[config.mk]
export PLATFORM = sky130hd
export DESIGN_NAME = axby_host_master_flat
export DESIGN_NICKNAME = d
export VERILOG_FILES = /design/src/rtl/axby_host_master_if.sv /design/src/rtl/axby_host_master.sv /design/src/flat_wrapper.sv
export SDC_FILE = /design/constraint.sdc
export NUM_CORES = 1
export LEC_CHECK = 0
export CORE_MARGIN = 3
export CORE_UTILIZATION = 40
export CTS_CLUSTER_DIAMETER = 30
export DETAILED_ROUTE_END_ITERATION = 8
export PLACE_DENSITY = 0.68
export SLEW_MARGIN = 20
export SYNTH_ARGS = -nofsm -noshare
export SYNTH_HDL_FRONTEND = slang
export SYNTH_SLANG_ARGS = --single-unit
[constraint.sdc]
create_clock -name clk -period 2.2 [get_ports clk]
set_clock_uncertainty 0.2 [all_clocks]
set_input_delay 0.33 -clock clk [delete_from_list [all_inputs] [get_ports clk]]
set_output_delay 0.33 -clock clk [all_outputs]
set_load 0.02 [all_outputs]
[src/rtl/axby_host_master_if.sv]
// rtl/axby_host_master_if.sv - request/response ports and coprocessor bus of axby_host_master
interface axby_host_master_if;
    logic        req_valid;
    logic        req_ready;
    logic [7:0]  req_x;
    logic [7:0]  req_y;
    logic        rsp_valid;
    logic        rsp_ready;
    logic [15:0] rsp_data;
    logic        rsp_timeout;
    logic        WR_b;
    logic        RD_b;
    logic [7:0]  inx;
    logic [7:0]  iny;
    logic        RDYP;
    logic [15:0] dataIn;

    modport master (
        input  req_valid, req_x, req_y, rsp_ready, RDYP, dataIn,
        output req_ready, rsp_valid, rsp_data, rsp_timeout, WR_b, RD_b, inx, iny
    );

    modport slave (
        output req_valid, req_x, req_y, rsp_ready, RDYP, dataIn,
        input  req_ready, rsp_valid, rsp_data, rsp_timeout, WR_b, RD_b, inx, iny
    );
endinterface

[src/rtl/axby_host_master.sv]
// rtl/axby_host_master.sv - AXBY host initiator: write x/y, wait for RDYP, read 16-bit result
module axby_host_master #(
    parameter int STROBE_LEN = 2,
    parameter int GAP_LEN    = 1,
    parameter int TIMEOUT    = 1023
) (
    input logic              clk,
    input logic              reset,
    axby_host_master_if.master bus
);
    localparam int CNT_MAX = (STROBE_LEN > GAP_LEN) ? STROBE_LEN : GAP_LEN;
    localparam int CW      = $clog2(CNT_MAX + 1);
    localparam int TW      = $clog2(TIMEOUT + 1);
    localparam logic [CW-1:0] STB_LAST = CW'(STROBE_LEN - 1);
    localparam logic [CW-1:0] GAP_LAST = CW'(GAP_LEN - 1);
    localparam logic [TW-1:0] TO_LAST  = TW'(TIMEOUT - 1);
    localparam logic [TW-1:0] TO_SAT   = TW'(TIMEOUT);

    typedef enum logic [3:0] {
        IDLE, WRX, GAP1, WRY, GAP2, WAIT_LO, WAIT_HI, RDH, GAP3, RDL, RESP
    } state_t;

    state_t      r_state;
    logic [CW-1:0] r_cnt;
    logic [TW-1:0] r_tcnt;
    logic        r_rdy_m, r_rdy_s;
    logic        r_wr_b, r_rd_b;
    logic [7:0]  r_inx, r_iny;
    logic        r_rsp_valid, r_rsp_timeout;
    logic [15:0] r_rsp_data;

    logic w_stb_done, w_gap_done, w_to;
    assign w_stb_done = (r_cnt == STB_LAST);
    assign w_gap_done = (r_cnt == GAP_LAST);
    // >= so a ready-low win on the final cycle still times out in WAIT_HI
    assign w_to       = (r_tcnt >= TO_LAST);

    always_ff @(posedge clk) begin
        if (reset) begin
            r_state       <= IDLE;
            r_cnt         <= '0;
            r_tcnt        <= '0;
            r_rdy_m       <= 1'b0;
            r_rdy_s       <= 1'b0;
            r_wr_b        <= 1'b1;
            r_rd_b        <= 1'b1;
            r_inx         <= 8'h00;
            r_iny         <= 8'h00;
            r_rsp_valid   <= 1'b0;
            r_rsp_timeout <= 1'b0;
            r_rsp_data    <= 16'h0000;
        end else begin
            r_rdy_m <= bus.RDYP;
            r_rdy_s <= r_rdy_m;
            case (r_state)
                IDLE: if (bus.req_valid) begin
                    r_inx   <= bus.req_x;
                    r_iny   <= bus.req_y;
                    r_wr_b  <= 1'b0;
                    r_cnt   <= '0;
                    r_state <= WRX;
                end
                WRX: if (w_stb_done) begin
                    r_wr_b  <= 1'b1;
                    r_cnt   <= '0;
                    r_state <= GAP1;
                end else r_cnt <= r_cnt + 1'b1;
                GAP1: if (w_gap_done) begin
                    r_wr_b  <= 1'b0;
                    r_cnt   <= '0;
                    r_state <= WRY;
                end else r_cnt <= r_cnt + 1'b1;
                WRY: if (w_stb_done) begin
                    r_wr_b  <= 1'b1;
                    r_cnt   <= '0;
                    r_state <= GAP2;
                end else r_cnt <= r_cnt + 1'b1;
                GAP2: if (w_gap_done) begin
                    r_tcnt  <= '0;
                    r_state <= WAIT_LO;
                end else r_cnt <= r_cnt + 1'b1;
                WAIT_LO: begin
                    if (!r_rdy_s) r_state <= WAIT_HI;
                    else if (w_to) begin
                        r_rsp_valid   <= 1'b1;
                        r_rsp_timeout <= 1'b1;
                        r_rsp_data    <= 16'h0000;
                        r_state       <= RESP;
                    end
                    if (r_tcnt != TO_SAT) r_tcnt <= r_tcnt + 1'b1;
                end
                WAIT_HI: begin
                    if (r_rdy_s) begin
                        r_rd_b  <= 1'b0;
                        r_cnt   <= '0;
                        r_state <= RDH;
                    end else if (w_to) begin
                        r_rsp_valid   <= 1'b1;
                        r_rsp_timeout <= 1'b1;
                        r_rsp_data    <= 16'h0000;
                        r_state       <= RESP;
                    end
                    if (r_tcnt != TO_SAT) r_tcnt <= r_tcnt + 1'b1;
                end
                RDH: if (w_stb_done) begin
                    r_rsp_data[15:8] <= bus.dataIn[15:8];
                    r_rd_b  <= 1'b1;
                    r_cnt   <= '0;
                    r_state <= GAP3;
                end else r_cnt <= r_cnt + 1'b1;
                GAP3: if (w_gap_done) begin
                    r_rd_b  <= 1'b0;
                    r_cnt   <= '0;
                    r_state <= RDL;
                end else r_cnt <= r_cnt + 1'b1;
                RDL: if (w_stb_done) begin
                    r_rsp_data[7:0] <= bus.dataIn[7:0];
                    r_rd_b        <= 1'b1;
                    r_rsp_valid   <= 1'b1;
                    r_rsp_timeout <= 1'b0;
                    r_state       <= RESP;
                end else r_cnt <= r_cnt + 1'b1;
                RESP: if (bus.rsp_ready) begin
                    r_rsp_valid <= 1'b0;
                    r_state     <= IDLE;
                end
                default: r_state <= IDLE;
            endcase
        end
    end

    assign bus.req_ready   = (r_state == IDLE);
    assign bus.rsp_valid   = r_rsp_valid;
    assign bus.rsp_data    = r_rsp_data;
    assign bus.rsp_timeout = r_rsp_timeout;
    assign bus.WR_b        = r_wr_b;
    assign bus.RD_b        = r_rd_b;
    assign bus.inx         = r_inx;
    assign bus.iny         = r_iny;
endmodule

[src/flat_wrapper.sv]
// flat-port wrapper written by rule: the top's interface ports become plain ports
module axby_host_master_flat 
#(
    parameter int STROBE_LEN = 2,
    parameter int GAP_LEN    = 1,
    parameter int TIMEOUT    = 1023
)
  (clk, reset, bus_req_valid, bus_req_x, bus_req_y, bus_rsp_ready, bus_RDYP, bus_dataIn, bus_req_ready, bus_rsp_valid, bus_rsp_data, bus_rsp_timeout, bus_WR_b, bus_RD_b, bus_inx, bus_iny);
  axby_host_master_if bus_i ();
  input logic clk;
  input logic reset;
  input wire logic [$bits(bus_i.req_valid)-1:0] bus_req_valid;
  input wire logic [$bits(bus_i.req_x)-1:0] bus_req_x;
  input wire logic [$bits(bus_i.req_y)-1:0] bus_req_y;
  input wire logic [$bits(bus_i.rsp_ready)-1:0] bus_rsp_ready;
  input wire logic [$bits(bus_i.RDYP)-1:0] bus_RDYP;
  input wire logic [$bits(bus_i.dataIn)-1:0] bus_dataIn;
  output wire logic [$bits(bus_i.req_ready)-1:0] bus_req_ready;
  output wire logic [$bits(bus_i.rsp_valid)-1:0] bus_rsp_valid;
  output wire logic [$bits(bus_i.rsp_data)-1:0] bus_rsp_data;
  output wire logic [$bits(bus_i.rsp_timeout)-1:0] bus_rsp_timeout;
  output wire logic [$bits(bus_i.WR_b)-1:0] bus_WR_b;
  output wire logic [$bits(bus_i.RD_b)-1:0] bus_RD_b;
  output wire logic [$bits(bus_i.inx)-1:0] bus_inx;
  output wire logic [$bits(bus_i.iny)-1:0] bus_iny;
  assign bus_i.req_valid = bus_req_valid;
  assign bus_i.req_x = bus_req_x;
  assign bus_i.req_y = bus_req_y;
  assign bus_i.rsp_ready = bus_rsp_ready;
  assign bus_i.RDYP = bus_RDYP;
  assign bus_i.dataIn = bus_dataIn;
  assign bus_req_ready = bus_i.req_ready;
  assign bus_rsp_valid = bus_i.rsp_valid;
  assign bus_rsp_data = bus_i.rsp_data;
  assign bus_rsp_timeout = bus_i.rsp_timeout;
  assign bus_WR_b = bus_i.WR_b;
  assign bus_RD_b = bus_i.RD_b;
  assign bus_inx = bus_i.inx;
  assign bus_iny = bus_i.iny;
  axby_host_master #(.STROBE_LEN(STROBE_LEN), .GAP_LEN(GAP_LEN), .TIMEOUT(TIMEOUT)) u_core (.clk(clk), .reset(reset), .bus(bus_i));
endmodule
==> metrics.cfg, run 1 <==
[die]
rows=30
io_pins=74
die_x_um=90.6
coreArea_um2=6870
initial_core_util=0.417
die_h_um=90.6
die_area_um2=8210

[route]
drc=0
ant_nets=0
first_iter_violations=178
firstDrtPassIters=4
routedWlPerCell_um=14.1
num_vias=2811
wl_um=7450
via_per_inst=5.31

[grt]
overflow=0
grt_pass1_wl_um=12500
grt_max_degree=22
antenna_found_initial=0
grt_pass1_vias=2701
track_usage=0.180

[place]
port_buffers=73
dp.cells=521
gp_congestion=0.930
hpwl_um=5500

[finish]
layout-drive-gt1-share=0.102
nNetsFinal=475
n_antenna_cell=0
fillCellCount=658
layout_common_cells=72 x clkdlybuf4s50_1, 62 x nand2_1, 53 x dfxtp_1
stdcell_count=529
multiInputGateArea_um2=1620
area_growth_syn_to_layout_pct=35.0
final_common_cell=clkdlybuf4s50_1
seq_area_um2=1080

[logic_synthesis]
synth-async-reset-ratio=0
yosysSeqAreaShare=0.377
synth-warning-count=0
synthesis.area_um2=2870
ys_types=56
synth_area_leaders=dfxtp_1 38%, nand2_1 8.1%, mux2i_1 6.3%, a21oi_1 5.1%, nand2b_1 3.7%
synthCells=350
ys_ff_latch=54
synth_top_flop_cell=dfxtp_1
synth_edf_count=0
syn_area_per_cell_um2=8.19
syn_nets=393
synth_top_area_frac=0.377
yosys.area.top_type=dfxtp_1

[worst_setup_path]
r2r-start=u_core.r_cnt[1]
critPathMaxFanout=6
cp-startpoint=u_core.r_cnt[1]
start_kind=register
cp_data_arrival_time_ps=2130
endpoint_kind=register
critPathRequiredTime_ps=2260
critical_path_class=reg -> reg

[clock_network]
cts_buffer_depth=2
cts_hold_buf=0
clk_pin_slew_worst_paths_ps=110
h-tree-depth=2
cts_root_buffer=clkbuf_8
post-cts-setup-buffer-count=0
clock_latency_ps=310
cts_made_buffers=5
cts_tree=done
clkSinkCount=54

[sta]
max_slew_margin=0.683
drv_slew=0
whs_ps=249
grt_setup_unrepaired=false
fin_setup_tns_ps=0
max_freq_mhz=481
setup_viol=0
finalHoldViolations=0
fin_crit_sh=0.945
worst_pin_slew_ps=474
fin_crit_ps=2080

[power]
irDropWorstVdd_mv=0.314
p_leak_nw=1.45
powerDensity_nw_per_um2=587

[hold_path]
min_path_type=reg -> reg
hold_start=u_core.r_rdy_m

[status]
outcome=complete, no violations

[flow_run]
cap_violations=0

-- registers in the layout, summed over array words and instances, names as in the netlist --
name,flops
u_core.bus.rsp_data,16
u_core.r_tcnt,10
u_core.bus.inx,8
u_core.bus.iny,8
u_core.r_state,4
u_core.r_cnt,2
u_core.bus.RD_b,1
u_core.bus.WR_b,1
u_core.bus.rsp_timeout,1
u_core.bus.rsp_valid,1
u_core.r_rdy_m,1
u_core.r_rdy_s,1
-- power breakdown --
part           total [mW]  internal, mW  leakage [nW]  switching [mW]
Sequential           1.06          1.02         0.438          0.0349
Combinational       0.605         0.289         0.964           0.316
Clock               0.607         0.262        0.0489           0.346
-- critical path, stage by stage (launching register included) --
cell      delay (ps)
dfxtp_1          360
inv_1             90
ha_1             260
nor3_1            90
nand3b_1         230
a21o_1           260
or4_1            410
a21oi_1          140
-- routing by layer --
metal  track usage  share of wire  wire length, um  vias to the layer above
met3        0.0550          0.079              592                        4
met1         0.225           0.44             3300                     1324
met2         0.297           0.47             3510                       90
met4        0.0574         0.0078               58                        0
li1              -              -                -                     1393
met5             0              0                0                        -
-- final timing paths --
check | endpoint | slack [ps] | depth (start not counted)
worst min register to register | u_core.r_rdy_s | 250 | 1
worst max-delay path | u_core.r_tcnt[5] | 120 | 7
worst min-delay path | u_core.r_rdy_s | 250 | 1
worst max register to register | u_core.r_tcnt[5] | 120 | 7
-- stage by stage --
step / utilization / instance area (um^2) / setup WS, ps / power, mW
after floorplan: - / 2870 / 207 / 1.44
after CTS: 0.562 / 3860 / 131 / 2.29
after detailed placement: 0.548 / 3760 / 87.4 / 1.68
after global placement: 0.548 / 3760 / 129 / 1.67
after global routing: 0.563 / 3870 / 25.2 / 2.39
final: 0.563 / 3870 / 121 / 2.27
-- cell families after synthesis --
family                   count (synthesis)  share of synthesized area
multiplexers                            19                     0.0668
AO/OA/AOI/OAI                           76                      0.166
buffers and inverters                   28                     0.0616
XOR/XNOR                                 6                     0.0183
flip-flops                              54                      0.377
adder cells (fa/ha/maj)                  6                     0.0262
AND/OR/NAND/NOR                        161                      0.283
-- cell type report --
cell class	count	area share
clock inverters	1	0.00226
clock buffers	7	0.0223
repair buffers	98	0.240
flip-flops and latches	54	0.280
multi-input cells	268	0.419
well taps	96	0.0310
inverters	5	0.00485
-- synthesized netlist by cell type (3+ instances only) --
master	instances
nand2b_1	17
ha_1	6
a211oi_1	4
xor2_1	3
or3_1	4
dfxtp_1	54
xnor2_1	3
nand3_1	11
buf_6	6
nor3_1	5
clkbuf_1	9
a21oi_1	29
o211ai_1	3
o21ai_0	14
inv_1	5
a31oi_1	4
a22oi_1	4
nand3b_1	4
nand2_1	62
buf_2	5
mux2i_1	18
nor2b_1	7
nor4_1	5
nor2_1	25
nand4_1	4
-- timing repair --
action	4_1_cts	5_1_grt
endpoints found under the hold margin	0	0
gates cloned	0	0
resized for setup	1	3
setup endpoints to repair	1	3
(Power assumes the default switching activity.)
==> run 2: changes to the inputs <==
--- a/config.mk
+++ b/config.mk
@@ -5,10 +5,12 @@
 export SDC_FILE = /design/constraint.sdc
 export NUM_CORES = 1
 export LEC_CHECK = 0
+export CAP_MARGIN = 20
 export CORE_MARGIN = 3
 export CORE_UTILIZATION = 40
 export CTS_CLUSTER_DIAMETER = 30
 export DETAILED_ROUTE_END_ITERATION = 8
+export GPL_TIMING_DRIVEN = 0
 export PLACE_DENSITY = 0.68
 export SLEW_MARGIN = 20
 export SYNTH_ARGS = -nofsm -noshare
==> constraint.sdc (replaced) <==
create_clock -name clk -period 2.1 [get_ports clk]
set_clock_uncertainty 0.2 [all_clocks]
set_input_delay 0.315 -clock clk [delete_from_list [all_inputs] [get_ports clk]]
set_output_delay 0.315 -clock clk [all_outputs]
set_load 0.02 [all_outputs]
==> metrics.cfg, run 2 (same netlist as run 1, synthesis figures left out) <==
[status]
outcome=complete, no violations

[worst_setup_path]
cp_data_arrival_time_ps=2120
critPathMaxFanout=10
slowest_delay_ps=470
start_kind=register
critPathRequiredTime_ps=2160
critical_path_class=reg -> reg
slowest_stage=or3b_2
endpoint_kind=register
crit_chain=buf_6 > or3b_2 > a21oi_2 > a21o_2 > buf_2 > mux2i_1
r2r_cells=6
rrSetupSlack_ps=40

[route]
ant_nets=0
wl_um=7640
routedWlPerCell_um=14.2
via_per_inst=5.23
first_iter_violations=261
num_vias=2804
firstDrtPassIters=4
drc=0

[sta]
worst_pin_slew_ps=528
fin_crit_sh=0.983
max_slew_margin=0.647
finalHoldViolations=0
max_freq_mhz=484
fin_crit_ps=2060
drv_slew=0
grt_setup_unrepaired=true
setup_viol=0

[die]
io_pins=74
die_h_um=90.6
coreArea_um2=6870
rows=30
die_x_um=90.6
initial_core_util=0.417
die_area_um2=8210

[clock_network]
clk_pin_slew_worst_paths_ps=110
clkSinkCount=54
cts_buffer_depth=2
cts_made_buffers=5
cts_tree=done
cts_root_buffer=clkbuf_8
clock_latency_ps=310
h-tree-depth=2

[power]
clockPowerShare=0.291
power.total_mw=2.51
p_leak_nw=1.50
p_int_mw=1.75
irDropWorstVdd_mv=0.358
combPwrFrac=0.270
netSwitchingFraction=0.302
powerDensity_nw_per_um2=626
seq_power_share=0.439
switchingPower_mw=0.759

[finish]
n_antenna_cell=0
largest_register_ffs=16
nNetsFinal=482
area_growth_syn_to_layout_pct=40.0
final_common_cell=clkdlybuf4s50_1
layout_common_cells=72 x clkdlybuf4s50_1, 62 x nand2_1, 51 x dfxtp_1
layout-drive-gt1-share=0.141
fillCellCount=611
stdcell_count=536

[place]
port_buffers=73
gp_congestion=0.989
hpwl_um=5390
dp.cells=519

[grt]
grt_max_degree=19
grt_pass1_wl_um=12500
overflow=0
track_usage=0.182
antenna_found_initial=0
grt_pass1_vias=2640

[hold_path]
hold_depth=1
min_path_type=reg -> reg

[flow_run]
cap_violations=0

-- run 2: per-stage QoR --
stage | setup WS [ps] | cell area [um^2] | util | hold slack [ps] | setup TNS, ps
4_1_cts | 1.40 | 3900 | 0.568 | 250 | 0
5_1_grt | -72.3 | 4010 | 0.584 | 270 | -545
2_1_floorplan | 107 | 2870 | - | 214 | 0
3_3_place_gp | -242 | 3720 | 0.542 | 217 | -4350
6_report | 35.7 | 4010 | 0.584 | 248 | 0
3_5_place_dp | -212 | 3730 | 0.543 | 225 | -3090
-- run 2: worst paths after layout --
kind                startpoint                endpoint
min reg2reg     u_core.r_rdy_m          u_core.r_rdy_s
min             u_core.r_rdy_m          u_core.r_rdy_s
max          u_core.r_state[0]  u_core.bus.rsp_data[6]
max reg2reg  u_core.r_state[0]  u_core.bus.rsp_data[6]
-- run 2: critical path: cells and delay by family, from the launching register on --
kind,cells,cell delay (ps)
AND/OR/NAND/NOR,1,470
flip-flops,1,400
buffers and inverters,2,380
AO/OA/AOI/OAI,2,360
multiplexers,1,200
-- run 2: power groups by stage --
stage	logic, mW	registers (mW)	clock network [mW]
3_3_place_gp	0.619	1.12	0
3_5_place_dp	0.621	1.13	0
6_report	0.678	1.10	0.732
2_1_floorplan	0.352	1.16	0
4_1_cts	0.637	1.10	0.760
5_1_grt	0.741	1.11	0.786
-- run 2: layout make-up --
type / count / area, um^2 / share of cell area
Multi-Input combinational cell: 268 / 1700 / 0.424
Clock inverter: 3 / 47.5 / 0.0118
Inverter: 5 / 18.8 / 0.00468
Timing Repair Buffer: 83 / 805 / 0.200
Buffer: 22 / 166 / 0.0415
Clock buffer: 5 / 68.8 / 0.0171
Sequential cell: 54 / 1080 / 0.270
Tap cell: 96 / 120 / 0.0299
-- run 2: timing repair --
| action | CTS | global route |
|---|---|---|
| resized for setup | 10 | 21 |
| setup buffers | 3 | 7 |
| hold buffers | 0 | 0 |
| setup endpoints to repair | 29 | 29 |
| pin swaps | 1 | 2 |
-- run 2: routing by layer --
metal / up-vias / part of all wire / global-route usage
li1: 1408 / - / -
met1: 1301 / 0.44 / 0.236
met2: 85 / 0.47 / 0.284
met3: 10 / 0.077 / 0.0592
met4: 0 / 0.014 / 0.0599
met5: - / 0 / 0
==> run 3: changes to the inputs <==
--- a/config.mk
+++ b/config.mk
@@ -12,6 +12,7 @@
 export DETAILED_ROUTE_END_ITERATION = 8
 export GPL_TIMING_DRIVEN = 0
 export PLACE_DENSITY = 0.68
+export SETUP_SLACK_MARGIN = 0.1
 export SLEW_MARGIN = 20
 export SYNTH_ARGS = -nofsm -noshare
 export SYNTH_HDL_FRONTEND = slang
==> metrics.cfg, run 3 (same netlist as run 1, synthesis figures left out) <==
[route]
first_iter_violations=262
drc=0
wl_um=7810
routedWlPerCell_um=14.5
num_vias=2838
firstDrtPassIters=5
via_per_inst=5.28
ant_nets=0

[die]
die_area_um2=8210
die_x_um=90.6
rows=30
die_h_um=90.6
coreArea_um2=6870
io_pins=74
initial_core_util=0.417

[status]
outcome=complete, no violations

[clock_network]
cts_made_buffers=5
h-tree-depth=2
clock_latency_ps=320
clkSinkCount=54
cts_buffer_depth=2
cts_tree=done
clk_pin_slew_worst_paths_ps=110
cts_root_buffer=clkbuf_8

[power]
netSwitchingFraction=0.304
irDropWorstVdd_mv=0.361
clockPowerShare=0.291
p_int_mw=1.76
powerDensity_nw_per_um2=621
p_leak_nw=1.53
switchingPower_mw=0.770
combPwrFrac=0.274
power.total_mw=2.53
seq_power_share=0.436

[sta]
worst_pin_slew_ps=529
finalHoldViolations=0
max_freq_mhz=496
fin_ws_ps=85.0
drv_slew=0
fin_crit_sh=0.960
fin_crit_ps=2020
max_slew_margin=0.644
grt_setup_unrepaired=true
setup_viol=0

[worst_setup_path]
r2r-start=u_core.r_state[3]
r2r_cells=6
rrSetupSlack_ps=80
cp_data_arrival_time_ps=2050
endpoint_kind=register
reg2reg_to=u_core.r_state[2]
critPathMaxFanout=10
start_kind=register
critical_path_class=reg -> reg
critPathRequiredTime_ps=2130

[finish]
nNetsFinal=483
n_antenna_cell=0
stdcell_count=537
area_growth_syn_to_layout_pct=42.3
layout_common_cells=72 x clkdlybuf4s50_1, 62 x nand2_1, 43 x dfxtp_1
largest_register_ffs=16
finish.utilization=0.594
layout-drive-gt1-share=0.181
final_common_cell=clkdlybuf4s50_1

[hold_path]
worstHoldEndpoint=u_core.r_rdy_s
hold_depth=1
min_path_type=reg -> reg
hold_start=u_core.r_rdy_m

[place]
port_buffers=73
dpl_worst_slack_ps=-212
hpwl_um=5390
gp_congestion=0.989
dp.cells=519

[flow_run]
cap_violations=0

[grt]
track_usage=0.184
grt_pass1_wl_um=12600
overflow=0
grt_max_degree=19
antenna_found_initial=0
grt_pass1_vias=2633

run 3: final cells by class:
type	count	area (um^2)
fillers	593	2790
multi-input cells	268	1730
flip-flops and latches	54	1100
repair buffers	83	805
plain buffers	23	186
well taps	96	120
clock buffers	5	68.8
clock inverters	3	47.5
inverters	5	18.8
run 3: routing by layer:
| layer | wire (um) | GRT usage |
|---|---|---|
| met5 | 0 | 0 |
| met4 | 221 | 0.0727 |
| met3 | 604 | 0.0583 |
| met2 | 3540 | 0.286 |
| met1 | 3440 | 0.237 |
run 3: metrics by stage:
stage               hold WS [ps]  instance area (um^2)  setup TNS, ps
CTS                          250                  3980              0
detailed placement           225                  3730          -3090
global placement             217                  3720          -4350
floorplan                    214                  2870              0
global route                 270                  4080              0
finish                       248                  4080              0
run 3: timing repair:
item,4_1_cts,5_1_grt
pin swaps,2,3
endpoints found under the setup margin,35,42
setup buffers,7,2
gates cloned,1,0
resized for setup,24,39
hold buffers,0,0
run 3: worst max-delay path by stage:
stage / start / endpoint / slack [ps]
after floorplan: u_core.r_cnt[0] / u_core.r_tcnt[5] / 110
after global placement: reset / u_core.bus.rsp_data[13] / -240
after detailed placement: u_core.r_cnt[0] / u_core.r_tcnt[6] / -210
after CTS: u_core.r_state[3] / u_core.r_state[2] / 90
after global routing: u_core.r_state[3] / u_core.r_state[2] / 10
final: u_core.r_state[3] / u_core.r_state[2] / 80
run 3: worst max-delay path, stage by stage (launching register included):
cell and delay (ps):
dfxtp_1 430, clkbuf_4 270, buf_4 200, nor2_1 100, a211oi_2 250, nand4_1 180, o32ai_1 300
run 3: power by group through the flow:
stage | clock network [mW] | logic (mW) | registers [mW]
final | 0.736 | 0.693 | 1.10
after global routing | 0.786 | 0.753 | 1.11
after CTS | 0.760 | 0.660 | 1.10
after detailed placement | 0 | 0.621 | 1.13
after global placement | 0 | 0.619 | 1.12
after floorplan | 0 | 0.352 | 1.16
